### src/rtl/fir_decimator_out.sv
// Output stage for the gaussian FIR: drops the pipeline-fill transient, decimates by DECIM,
// and buffers kept samples in a show-ahead FIFO behind a valid/ready handshake.
module fir_decimator_out #(
  parameter int WIDTH  = 8,
  parameter int NCOEFS = 300,
  parameter int DECIM  = 4,
  parameter int DEPTH  = 8
) (
  input  logic                       clock,
  input  logic                       nreset,
  input  logic                       en,
  input  logic [WIDTH-1:0]           xn,
  output logic [WIDTH-1:0]           yn,
  output logic                       yn_valid,
  input  logic                       yn_ready,
  output logic [$clog2(DEPTH):0]     level,
  output logic                       overflow,
  input  logic                       clr_ovf
);

  localparam int AW  = $clog2(DEPTH);
  localparam int LW  = AW + 1;
  localparam int WCW = $clog2(NCOEFS) + 1;
  localparam int PW  = $clog2(DECIM) + 1;

  typedef enum logic [1:0] {
    S_IDLE   = 2'd0,
    S_WARMUP = 2'd1,
    S_RUN    = 2'd2
  } state_t;

  state_t           state_q, state_d;
  logic [WCW-1:0]   warm_q, warm_d;
  logic [PW-1:0]    phase_q, phase_d;
  logic [AW-1:0]    wr_ptr_q, wr_ptr_d;
  logic [AW-1:0]    rd_ptr_q, rd_ptr_d;
  logic [LW-1:0]    level_q, level_d;
  logic             ovf_q, ovf_d;
  logic [WIDTH-1:0] mem_q [DEPTH];

  logic keep;
  logic push;
  logic pop;
  logic drop;

  // Sequencer: the cycle en is first seen in IDLE already counts as the first discarded
  // sample, so WARMUP only has to cover the remaining NCOEFS-2 of the fill transient.
  always_comb begin
    // NOTE: every signal gets a default first so no path through the case leaves it
    // unassigned; otherwise synthesis would infer a latch to hold the old value.
    state_d = state_q;
    warm_d  = warm_q;
    phase_d = phase_q;
    keep    = 1'b0;
    if (!en) begin
      state_d = S_IDLE;
      warm_d  = '0;
      phase_d = '0;
    end else begin
      unique case (state_q)
        S_IDLE: begin
          warm_d  = '0;
          phase_d = '0;
          state_d = (NCOEFS <= 2) ? S_RUN : S_WARMUP;
        end
        S_WARMUP: begin
          warm_d  = warm_q + WCW'(1);
          phase_d = '0;
          if (warm_q + WCW'(1) == WCW'(NCOEFS - 2)) begin
            state_d = S_RUN;
            warm_d  = '0;
          end
        end
        S_RUN: begin
          keep    = (phase_q == '0);
          phase_d = (phase_q == PW'(DECIM - 1)) ? '0 : phase_q + PW'(1);
        end
        default: begin
          state_d = S_IDLE;
          warm_d  = '0;
          phase_d = '0;
        end
      endcase
    end
  end

  // A pop frees a slot in the same cycle, so a full FIFO can still accept a kept sample.
  always_comb begin
    pop      = (level_q != '0) && yn_ready;
    push     = keep && ((level_q != LW'(DEPTH)) || pop);
    drop     = keep && !push;
    wr_ptr_d = push ? wr_ptr_q + AW'(1) : wr_ptr_q;
    rd_ptr_d = pop  ? rd_ptr_q + AW'(1) : rd_ptr_q;
    level_d  = level_q;
    if (push && !pop) level_d = level_q + LW'(1);
    if (pop && !push) level_d = level_q - LW'(1);
    ovf_d    = ovf_q;
    if (clr_ovf) ovf_d = 1'b0;
    if (drop)    ovf_d = 1'b1;
  end

  always_ff @(posedge clock or negedge nreset) begin
    if (!nreset) begin
      state_q  <= S_IDLE;
      warm_q   <= '0;
      phase_q  <= '0;
      wr_ptr_q <= '0;
      rd_ptr_q <= '0;
      level_q  <= '0;
      ovf_q    <= 1'b0;
    end else begin
      // NOTE: non-blocking assignments here, so every flop samples the pre-edge values
      // regardless of statement order.
      state_q  <= state_d;
      warm_q   <= warm_d;
      phase_q  <= phase_d;
      wr_ptr_q <= wr_ptr_d;
      rd_ptr_q <= rd_ptr_d;
      level_q  <= level_d;
      ovf_q    <= ovf_d;
    end
  end

  // NOTE: the storage is reset because yn is read straight from it and must be 0 after
  // reset; with a handful of entries this costs little.
  always_ff @(posedge clock or negedge nreset) begin
    if (!nreset) begin
      for (int i = 0; i < DEPTH; i++) mem_q[i] <= '0;
    end else if (push) begin
      mem_q[wr_ptr_q] <= xn;
    end
  end

  assign yn       = mem_q[rd_ptr_q];
  assign yn_valid = (level_q != '0);
  assign level    = level_q;
  assign overflow = ovf_q;

endmodule

### config.mk
export PLATFORM = sky130hd
export DESIGN_NAME = fir_decimator_out
export DESIGN_NICKNAME = d
export VERILOG_FILES = /design/src/rtl/fir_decimator_out.sv
export SDC_FILE = /design/constraint.sdc
export NUM_CORES = 1
export LEC_CHECK = 0
export ABC_CLOCK_PERIOD_IN_PS = 7250
export BUFFER_PORTS_ARGS = -buffer_cell sky130_fd_sc_hd__buf_2
export CORE_ASPECT_RATIO = 0.75
export CORE_MARGIN = 1
export CORE_UTILIZATION = 35
export DETAILED_ROUTE_END_ITERATION = 6
export PLACE_DENSITY_LB_ADDON = 0.12
export SETUP_SLACK_MARGIN = 0.4
export SYNTH_ARGS = -nofsm -noshare
export SYNTH_HDL_FRONTEND = slang
export SYNTH_SLANG_ARGS = --single-unit
### constraint.sdc
create_clock -name clock -period 7.25 [get_ports clock]
set_input_delay 0.725 -clock clock [delete_from_list [all_inputs] [get_ports clock]]
set_output_delay 0.725 -clock clock [all_outputs]
set_load 0.005 [all_outputs]
==> results of run 1 <==
## worst paths after layout
check | cells after the start | end
setup / recovery | 12 | level[3]
hold / removal | 1 | mem_q[56]
setup reg to reg | 11 | level[3]
hold reg to reg | 1 | phase_q[0]
max in group asynchronous | 2 | mem_q[33]
min in group clock | 1 | phase_q[0]
## flip-flops by register name, indices dropped and copies added, names as in the netlist
name	count
wr_ptr_q	3
level	4
rd_ptr_q	3
warm_q	10
mem_q	64
overflow	1
state_q	2
phase_q	3
## cells in the final DEF, fill, tap and decap left out, types with 6 or more instances in the layout
cell | synthesis | routed
xnor2_1 | 8 | 8
ha_1 | 9 | 9
nor2b_1 | 8 | 8
dfrtp_1 | 90 | 90
buf_2 | 3 | 25
nor3_1 | 7 | 7
o21ai_0 | 6 | 6
clkbuf_16 | 0 | 9
nand2_1 | 18 | 18
inv_1 | 13 | 13
mux2_2 | 74 | 74
mux4_2 | 16 | 16
## area by class of cell
| class | instances | area (um2) | area share, % |
|---|---|---|---|
| clock buffers | 10 | 229.0 | 4.569 |
| clock inverters | 6 | 65.06 | 1.298 |
| inverters | 13 | 48.80 | 0.9738 |
| multi-input cells | 209 | 2061 | 41.12 |
| flip-flops and latches | 90 | 2252 | 44.94 |
| well taps | 166 | 207.7 | 4.145 |
| repair buffers | 28 | 147.6 | 2.946 |
## power breakdown
| group | total, mW | internal, mW | switching, mW | leakage (nW) |
|---|---|---|---|---|
| registers | 0.578 | 0.523 | 0.0543 | 1.24 |
| logic | 0.189 | 0.0982 | 0.0912 | 0.995 |
| clock network | 0.466 | 0.268 | 0.197 | 0.143 |
| total | 1.23 | 0.890 | 0.343 | 2.38 |
## per-layer routing
metal,GRT usage (%),up-vias
met4,5.367,0
li1,-,1224
met5,0,-
met2,21.57,37
met1,22.68,1332
met3,3.313,12
## cell usage after synthesis, drive strengths merged
library cell and instances:
o22ai 3, a311oi 1, nor2b 9, mux4 16, inv 13, buf 7
xnor2 8, and3b 2, nor3 8, fa 1, nand3 5, a211oi 1
a31oi 2, o21a 3, ha 9, and4 1, a21boi 2, mux2i 1
or3 2, nor4 1, o2111ai 1, and2 3, a21o 1, nand4 1
a21oi 4, and2b 1, nand2 20, o31ai 1, nand3b 4, o21ai 6
mux2 74, clkbuf 5, a22oi 2, nor2 5, o211a 1, dfrtp 90
nor3b 3, xor2 5, nand2b 2
## metrics by stage
| stage | hold WS (ns) | worst slack (ns) | instance area, um2 | util (%) | power (mW) |
|---|---|---|---|---|---|
| floorplan | 0.4294 | 4.478 | 4425 | - | 0.7097 |
| global placement | 0.4611 | 4.087 | 4717 | 38.33 | 0.7825 |
| detailed placement | 0.4685 | 4.036 | 4717 | 38.33 | 0.7840 |
| CTS | 0.3034 | 4.363 | 5011 | 40.72 | 1.257 |
| global route | 0.3175 | 4.241 | 5011 | 40.72 | 1.299 |
| finish | 0.2939 | 4.398 | 5011 | 40.72 | 1.233 |
## cell families (layout without fill, tap and decap cells)
kind of cell,count (synthesis),in the layout,share of synthesized area [%]
mux,91,91,27.20
flops,90,90,50.89
simple gates,67,67,9.641
compound gates,28,28,4.156
buf+inv,25,57,2.544
xor+xnor,13,13,2.573
fa+ha+maj,10,10,2.997
==> out/qor.csv, run 1 <==
stage,metric,value,unit
critical_path,startpoint,en,
die,core-area,0.01231,mm2
clocking,clk_pin_slew_worst_paths,0.07,ns
critical_path,start_kind,input pin,
global_routing,grt_remaining_overflow,0,
global_routing,grt_max_degree,65,
routing,wl_met3,314,um
logic_synthesis,yosysUniqueCellTypes,50,
routing,ant_nets,0,
routing,wl_met1,4775,um
finish,nFillCells,1173,
hold_path,min_path_type,input pin to asynchronous set/reset pin,
routing,highest_layer,met4,
global_routing,antenna_found_initial,0,
die,die_w,131.8,um
die,fp-row-count,35,
timing,rsz0062_at_grt,false,
logic_synthesis,syn_inst,324,
timing,worstMarginPinSlew,0.8918,ns
clocking,cts_resized,0,
routing,route.vias.total,2605,
timing,setup_viol,0,
place,place.gp.congestion,0.7594,
clocking,cts_tree,done,
critical_path,crit_fanout,10,
critical_path,worstSetupPathType,input pin to flip-flop,
timing,max_freq,350.7,MHz
timing,min_period,2.852,ns
clocking,h-tree-depth,3,
clocking,holdBufCountCts,0,
clocking,root_buffer,clkbuf_16,
critical_path,worstReg2RegStart,state_q[0],
job,max-cap-violations,0,
critical_path,worst_ep_required_time,7.47,ns
global_routing,grt_usage,15.19,%
critical_path,cpLargestDelayFamily,simple AND/OR/NAND/NOR gates,
timing,finalCritPeriodShare,39.33,%
finish,fin_cells,522,
timing,fin_setup_tns,0,ns
die,die_area,0.01310,mm2
critical_path,setup.worst_path.end_class,flip-flop,
timing,slew_headroom,40.54,%
logic_synthesis,ys_seq_area_share,50.89,%
die,die_height,99.38,um
routing,drc_errors,0,
die,start_util,35.96,%
clocking,cts.sink_count,90,
logic_synthesis,synth_top_area_share,50.89,%
place,dp.cells,506,
routing,drt_iter0_drc,112,
critical_path,cp_slowest_cell,and3b_1,
logic_synthesis,syn_area,0.004425,mm2
critical_path,arrival,3.07,ns
critical_path,path_cells,"buf_2, and3b_1, nand3b_4, nor2b_2, inv_1, ha_1, ha_1, a21o_1, a21oi_1, xnor2_1, nor2_1, xor2_1",
routing,wirelength,8974,um
pwr,p_leak,2.377,nW
finish,nets,374,
critical_path,path_buf_inv,2,
routing,drtPass1Iterations,4,
clocking,cts_buffer_depth,2,
global_routing,grt_pass1_vias,2578,
finish,area_growth,13.23,%
finish,n_antenna_cell,0,
routing,wl_met2,3758,um
logic_synthesis,synth_warnings,0,
logic_synthesis,synth_area_leaders,"dfrtp_1 (51%), mux2_2 (19%), mux4_2 (8.1%)",
logic_synthesis,yosysTopAreaCell,dfrtp_1,
timing,worst_clock_skew,0.007977,ns
clocking,cts_buffers,9,
logic_synthesis,postSynthAreaPerCell,13.66,um2
timing,finalHoldViolCount,0,
place,port_buffers,26,
place,dp_hpwl,5858,um
clocking,clk-insertion-delay-late,0.34,ns
clocking,post_cts_buffers,0,
logic_synthesis,syn_nets,347,
critical_path,crit_path_frequent_cell,ha_1,
logic_synthesis,ys_ff_latch,90,
finish,drive_gt1_share,40.17,%
routing,viasPerCell,4.990,
critical_path,r2r_slack,4.52,ns
global_routing,grt_pass1_wl,14810,um
critical_path,max_stage_delay,0.37,ns
die,ios,27,
timing,drv_slew,0,
pwr,peakVddDrop,0.1997,mV
routing,post_drt_wl_per_cell,17.19,um
status,outcome,"complete, no violations",
pwr,power.density,246.0,mW/mm2
No activity file was read; power rests on OpenSTA's default activity.
==> run 2, diff against run 1 <==
ABC_CLOCK_PERIOD_IN_PS = 2500   (was 7250)
clock period = 2.5 ns   (was 7.25 ns; I/O delays follow)
==> out/qor.csv, run 2 (same netlist as run 1, synthesis figures left out) <==
stage,metric,value,unit,change
global_routing,grt_pass1_wl,15100,um,+1.9%
routing,drt_iter0_drc,90,,-20%
clocking,clk_pin_slew_worst_paths,0.06,ns,about the same
routing,wl_met1,4849,um,+1.5%
critical_path,path_buf_inv,2,,unchanged
die,fp-row-count,35,,unchanged
critical_path,cp_slowest_cell,mux4_2,,
timing,worstMarginPinSlew,0.5797,ns,-0.3121 ns
clocking,cts_buffer_depth,2,,unchanged
global_routing,grt_pass1_vias,2705,,+4.9%
finish,drive_gt1_share,47.04,%,+6.9 points
pwr,peakVddDrop,0.5910,mV,+200%
critical_path,path_cells,"clkbuf_16, mux4_2, mux2_2, buf_2",,
finish,top_register,mem_q,,
routing,post_drt_wl_per_cell,17.30,um,+0.66%
critical_path,worstSetupPathType,flip-flop to output pin,,
timing,setup_ws,0.3514,ns,-4.047 ns
timing,max_freq,465.4,MHz,
die,start_util,35.96,%,unchanged
routing,drc_errors,0,,unchanged
critical_path,setup.worst_path.end_class,output pin,,
finish,largest_reg_flops,64,,unchanged
routing,wl_met2,4093,um,+8.9%
critical_path,crit_fanout,8,,-2
timing,finalHoldViolCount,0,,unchanged
global_routing,grt_usage,15.26,%,+0.071 points
clocking,cts.sink_count,90,,unchanged
hold_path,whs_endpoint,overflow,,
clocking,h-tree-depth,3,,unchanged
place,dp.cells,515,,+1.8%
hold_path,hold_depth,2,,
timing,setup_viol,0,,unchanged
timing,finalCritPeriodShare,85.94,%,
global_routing,antenna_found_initial,0,,unchanged
critical_path,r2r_slack,0.40,ns,-4.12 ns
timing,drv_slew,0,,unchanged
timing,slew_headroom,61.35,%,+21 points
die,die_height,99.38,um,unchanged
pwr,p_leak,2.550,nW,+7.3%
critical_path,arrival,1.90,ns,-1.17 ns
clocking,cts_tree,done,,
critical_path,reg2reg_depth,11,,unchanged
place,port_buffers,26,,unchanged
critical_path,max_stage_delay,0.52,ns,+0.15 ns
critical_path,cpLargestDelayFamily,multiplexers,,
critical_path,start_kind,flip-flop,,
global_routing,grt_remaining_overflow,0,,unchanged
routing,ant_nets,0,,unchanged
finish,area_growth,19.59,%,
die,die_w,131.8,um,unchanged
job,max-cap-violations,0,,unchanged
critical_path,r2r_end,level[3],,
critical_path,startpoint,rd_ptr_q[0],,
routing,drtPass1Iterations,4,,unchanged
finish,fin_cells,538,,+3.1%
finish,layout_commonest_cell,dfrtp_1,,
finish,final_cell_mix,"dfrtp_1 (86), mux2_2 (74), buf_2 (25), nand2_1 (17), mux4_2 (16)",,
die,core-area,0.01231,mm2,unchanged
die,die_area,0.01310,mm2,unchanged
clocking,cts_buffers,9,,unchanged
place,place_ws,0.2692,ns,-3.767 ns
routing,route.vias.total,2700,,+3.6%
timing,fin_setup_tns,0,ns,unchanged
global_routing,grt_max_degree,43,,-34%
timing,worst_clock_skew,0.007797,ns,-0.0001799 ns
critical_path,worstReg2RegStart,state_q[0],,
finish,nets,391,,+4.5%
finish,n_antenna_cell,0,,unchanged
pwr,power.density,706.5,mW/mm2,+190%
clocking,root_buffer,clkbuf_16,,
clocking,clk-insertion-delay-late,0.34,ns,about the same
routing,wirelength,9310,um,+3.7%
timing,min_period,2.149,ns,
critical_path,worst_ep_required_time,2.25,ns,-5.22 ns
timing,rsz0062_at_grt,true,,
finish,utilization,43.01,%,+2.3 points
place,place.gp.congestion,0.7619,,+0.33%
status,outcome,"complete, no violations",,
routing,viasPerCell,5.019,,+0.56%
place,dp_hpwl,6188,um,+5.6%
hold_path,min_path_type,input pin to flip-flop,,
die,ios,27,,unchanged
routing,wl_met3,252,um,-20%
hold_path,hp-start,clr_ovf,,
routing,highest_layer,met4,,
[run 2: worst register-to-register path: stages, from the launching register on]
cell	delay, ns
dfrtp_1	0.39
and3b_2	0.29
nand3b_4	0.10
nor2b_4	0.16
inv_4	0.06
ha_4	0.17
ha_4	0.21
a21o_1	0.16
a21oi_2	0.13
xnor2_1	0.12
nor2_1	0.07
xor2_1	0.13
[run 2: layout make-up]
class,instances,area (um2)
multi-input combinational,209,2157
clock buffer,10,239.0
inverter,13,51.30
timing repair buffer,45,340.3
sequential,90,2257
clock inverter,5,40.04
tap,166,207.7
fill,1147,7013
[run 2: stage by stage]
step / area [um2] / hold WS, ns / power, mW
2_1_floorplan: 4466 / -0.04559 / 2.092
3_3_place_gp: 4858 / 0.2965 / 2.380
3_5_place_dp: 4858 / 0.2935 / 2.392
4_1_cts: 5180 / 0.1160 / 3.691
5_1_grt: 5293 / 0.1221 / 3.950
6_report: 5293 / 0.1381 / 3.739
[run 2: how the worst max path moves through the flow]
stage	endpoint	slack, ns	cells after the start
2_1_floorplan	level[3]	0.36	13
3_3_place_gp	mem_q[29]	0.28	7
3_5_place_dp	level[3]	0.27	11
4_1_cts	yn[2]	0.30	4
5_1_grt	level[3]	0.29	11
6_report	yn[0]	0.35	4
[run 2: repair_timing]
action	in CTS	in global routing
buffers inserted	1	5
cloned	0	1
resized for setup	5	13
hold endpoints to repair	40	0
pin swaps	0	3
hold buffers	1	0
endpoints found under the setup margin	58	57
[run 2: power by group]
group | switching [mW] | total (mW) | internal (mW)
Clock | 0.564 | 1.26 | 0.700
Sequential | 0.133 | 1.66 | 1.52
Combinational | 0.372 | 0.818 | 0.446
[run 2: per-layer routing]
layer  GRT usage (%)  up-vias
met2           21.73       36
met4           4.830        0
li1                -     1260
met3           3.568        9
met1           22.77     1395
met5               0        -
==> run 3, diff against run 2 <==
CELL_PAD_IN_SITES_DETAIL_PLACEMENT = 1   (was unset)
CELL_PAD_IN_SITES_GLOBAL_PLACEMENT = 1   (was unset)
==> out/qor.csv, run 3 (same netlist as run 1, synthesis figures left out) <==
stage,metric,value,unit,change
status,outcome,"complete, no violations",,
global_routing,grt_pass1_vias,2858,,+5.7%
timing,slew_headroom,64.49,%,+3.1 points
die,ios,27,,unchanged
routing,drc_errors,0,,unchanged
critical_path,cp_slowest_cell,mux4_2,,
die,core-area,0.01231,mm2,unchanged
critical_path,path_cells,"clkbuf_16, mux4_2, mux2_2, buf_2",,
routing,drt_iter0_drc,85,,-5.6%
place,port_buffers,26,,unchanged
critical_path,startpoint,rd_ptr_q[0],,
pwr,power,3.934,mW,+5.2%
pwr,peakVddDrop,0.5826,mV,-1.4%
global_routing,grt_remaining_overflow,0,,unchanged
clocking,h-tree-depth,3,,unchanged
die,fp-row-count,35,,unchanged
global_routing,grt_max_degree,42,,-2.3%
die,start_util,35.96,%,unchanged
finish,largest_reg_flops,64,,unchanged
critical_path,worstReg2RegStart,state_q[0],,
clocking,cts.sink_count,90,,unchanged
clocking,cts_buffer_depth,2,,unchanged
pwr,power.density,729.1,mW/mm2,+3.2%
die,die_area,0.01310,mm2,unchanged
clocking,cts_tree,done,,
finish,area_growth,21.94,%,
global_routing,grt_pass1_wl,16240,um,+7.5%
critical_path,crit_fanout,8,,unchanged
clocking,root_buffer,clkbuf_16,,
timing,worstMarginPinSlew,0.5327,ns,-0.04705 ns
critical_path,setup.worst_path.end_class,output pin,,
timing,finalHoldViolCount,0,,unchanged
routing,wirelength,9939,um,+6.8%
critical_path,arrival,1.93,ns,+0.03 ns
critical_path,critPathCapture,yn[1],,
timing,rsz0062_at_grt,true,,
die,die_height,99.38,um,unchanged
critical_path,r2r_slack,0.39,ns,about the same
routing,route.vias.total,2740,,+1.5%
finish,nets,396,,+1.3%
clocking,clk-insertion-delay-late,0.34,ns,about the same
critical_path,worst_ep_required_time,2.25,ns,about the same
pwr,p_leak,2.609,nW,+2.3%
finish,layout_commonest_cell,dfrtp_1,,
clocking,clk_pin_slew_worst_paths,0.07,ns,about the same
critical_path,max_stage_delay,0.50,ns,-0.02 ns
critical_path,r2r_end,level[3],,
job,max-cap-violations,0,,unchanged
finish,top_register,mem_q,,
timing,setup_viol,0,,unchanged
routing,ant_nets,0,,unchanged
routing,post_drt_wl_per_cell,18.27,um,+5.6%
place,dp_hpwl,6797,um,+9.9%
timing,drv_slew,0,,unchanged
timing,max_freq,459.5,MHz,-1.3%
finish,n_antenna_cell,0,,unchanged
critical_path,reg2reg_depth,11,,unchanged
clocking,cts_buffers,9,,unchanged
critical_path,start_kind,flip-flop,,
timing,finalCritPeriodShare,87.06,%,+1.1 points
finish,drive_gt1_share,48.15,%,+1.1 points
critical_path,worstSetupPathType,flip-flop to output pin,,
finish,final_cell_mix,"dfrtp_1 (86), mux2_2 (74), buf_2 (25)",,
timing,worst_clock_skew,0.007841,ns,+0.00004460 ns
routing,viasPerCell,5.037,,+0.36%
global_routing,grt_usage,16.60,%,+1.3 points
timing,min_period,2.176,ns,+0.02791 ns
hold_path,min_path_type,input pin to flip-flop,,
routing,drtPass1Iterations,4,,unchanged
timing,fin_setup_tns,0,ns,unchanged
global_routing,antenna_found_initial,0,,unchanged
place,place.gp.congestion,0.7204,,-5.4%
die,die_w,131.8,um,unchanged
[run 3: cell count changes in the layout (fill, tap and decap cells not counted), moves of 2 or more]
cell / change
buf_6: +3
clkinvlp_4: -2
bufinv_16: +2
buf_4: +3
[run 3: power by group]
part           internal (mW)  switching [mW]
Sequential              1.52           0.119
Combinational          0.410           0.383
Clock                  0.911           0.587
Total                   2.85            1.09
[run 3: metrics by stage]
step / setup WS [ns] / hold slack [ns] / instance area, um2 / cells / util (%)
finish: 0.3235 / 0.1128 / 5396 / 544 / 43.85
global route: 0.2360 / 0.1079 / 5396 / 544 / 43.85
CTS: 0.2938 / 0.1080 / 5235 / 535 / 42.54
detailed placement: 0.2787 / 0.2384 / 4868 / 518 / 39.56
global placement: 0.3503 / 0.2424 / 4868 / 518 / 39.56
floorplan: 0.3602 / -0.04559 / 4466 / 324 / -
[run 3: area by class of cell]
class,instances,area (um2)
sequential,90,2257
tap,166,207.7
inverter,13,51.30
clock buffer,11,242.7
multi-input combinational,209,2176
fill,1238,6909
timing repair buffer,50,376.6
clock inverter,5,85.08
[run 3: what timing repair did]
item,CTS,global route
gates cloned,0,1
endpoints found under the setup margin,32,58
hold buffers,1,0
pin swaps,0,6
hold endpoints to repair,31,0
gates resized for setup,6,18
setup buffers,0,8
[run 3: layer usage]
layer | track usage [%] | share of wire (%)
met1 | 24.35 | 52
met2 | 24.05 | 45
met3 | 5.046 | 2.3
met4 | 3.488 | 0.86
met5 | 0 | 0
[run 3: how the worst min path moves through the flow]
stage	depth (start not counted)	startpoint	slack (ns)	to
floorplan	0	nreset	-0.05	level[0]
global placement	1	nreset	0.24	mem_q[21]
detailed placement	1	nreset	0.24	mem_q[13]
CTS	2	clr_ovf	0.11	overflow
global route	2	clr_ovf	0.11	overflow
finish	2	clr_ovf	0.11	overflow
[run 3: critical path, delay by kind of cell, from the launching register on]
family   cells  cell delay, ns
buf+inv      2            0.34
mux          2            0.79
flops        1            0.46
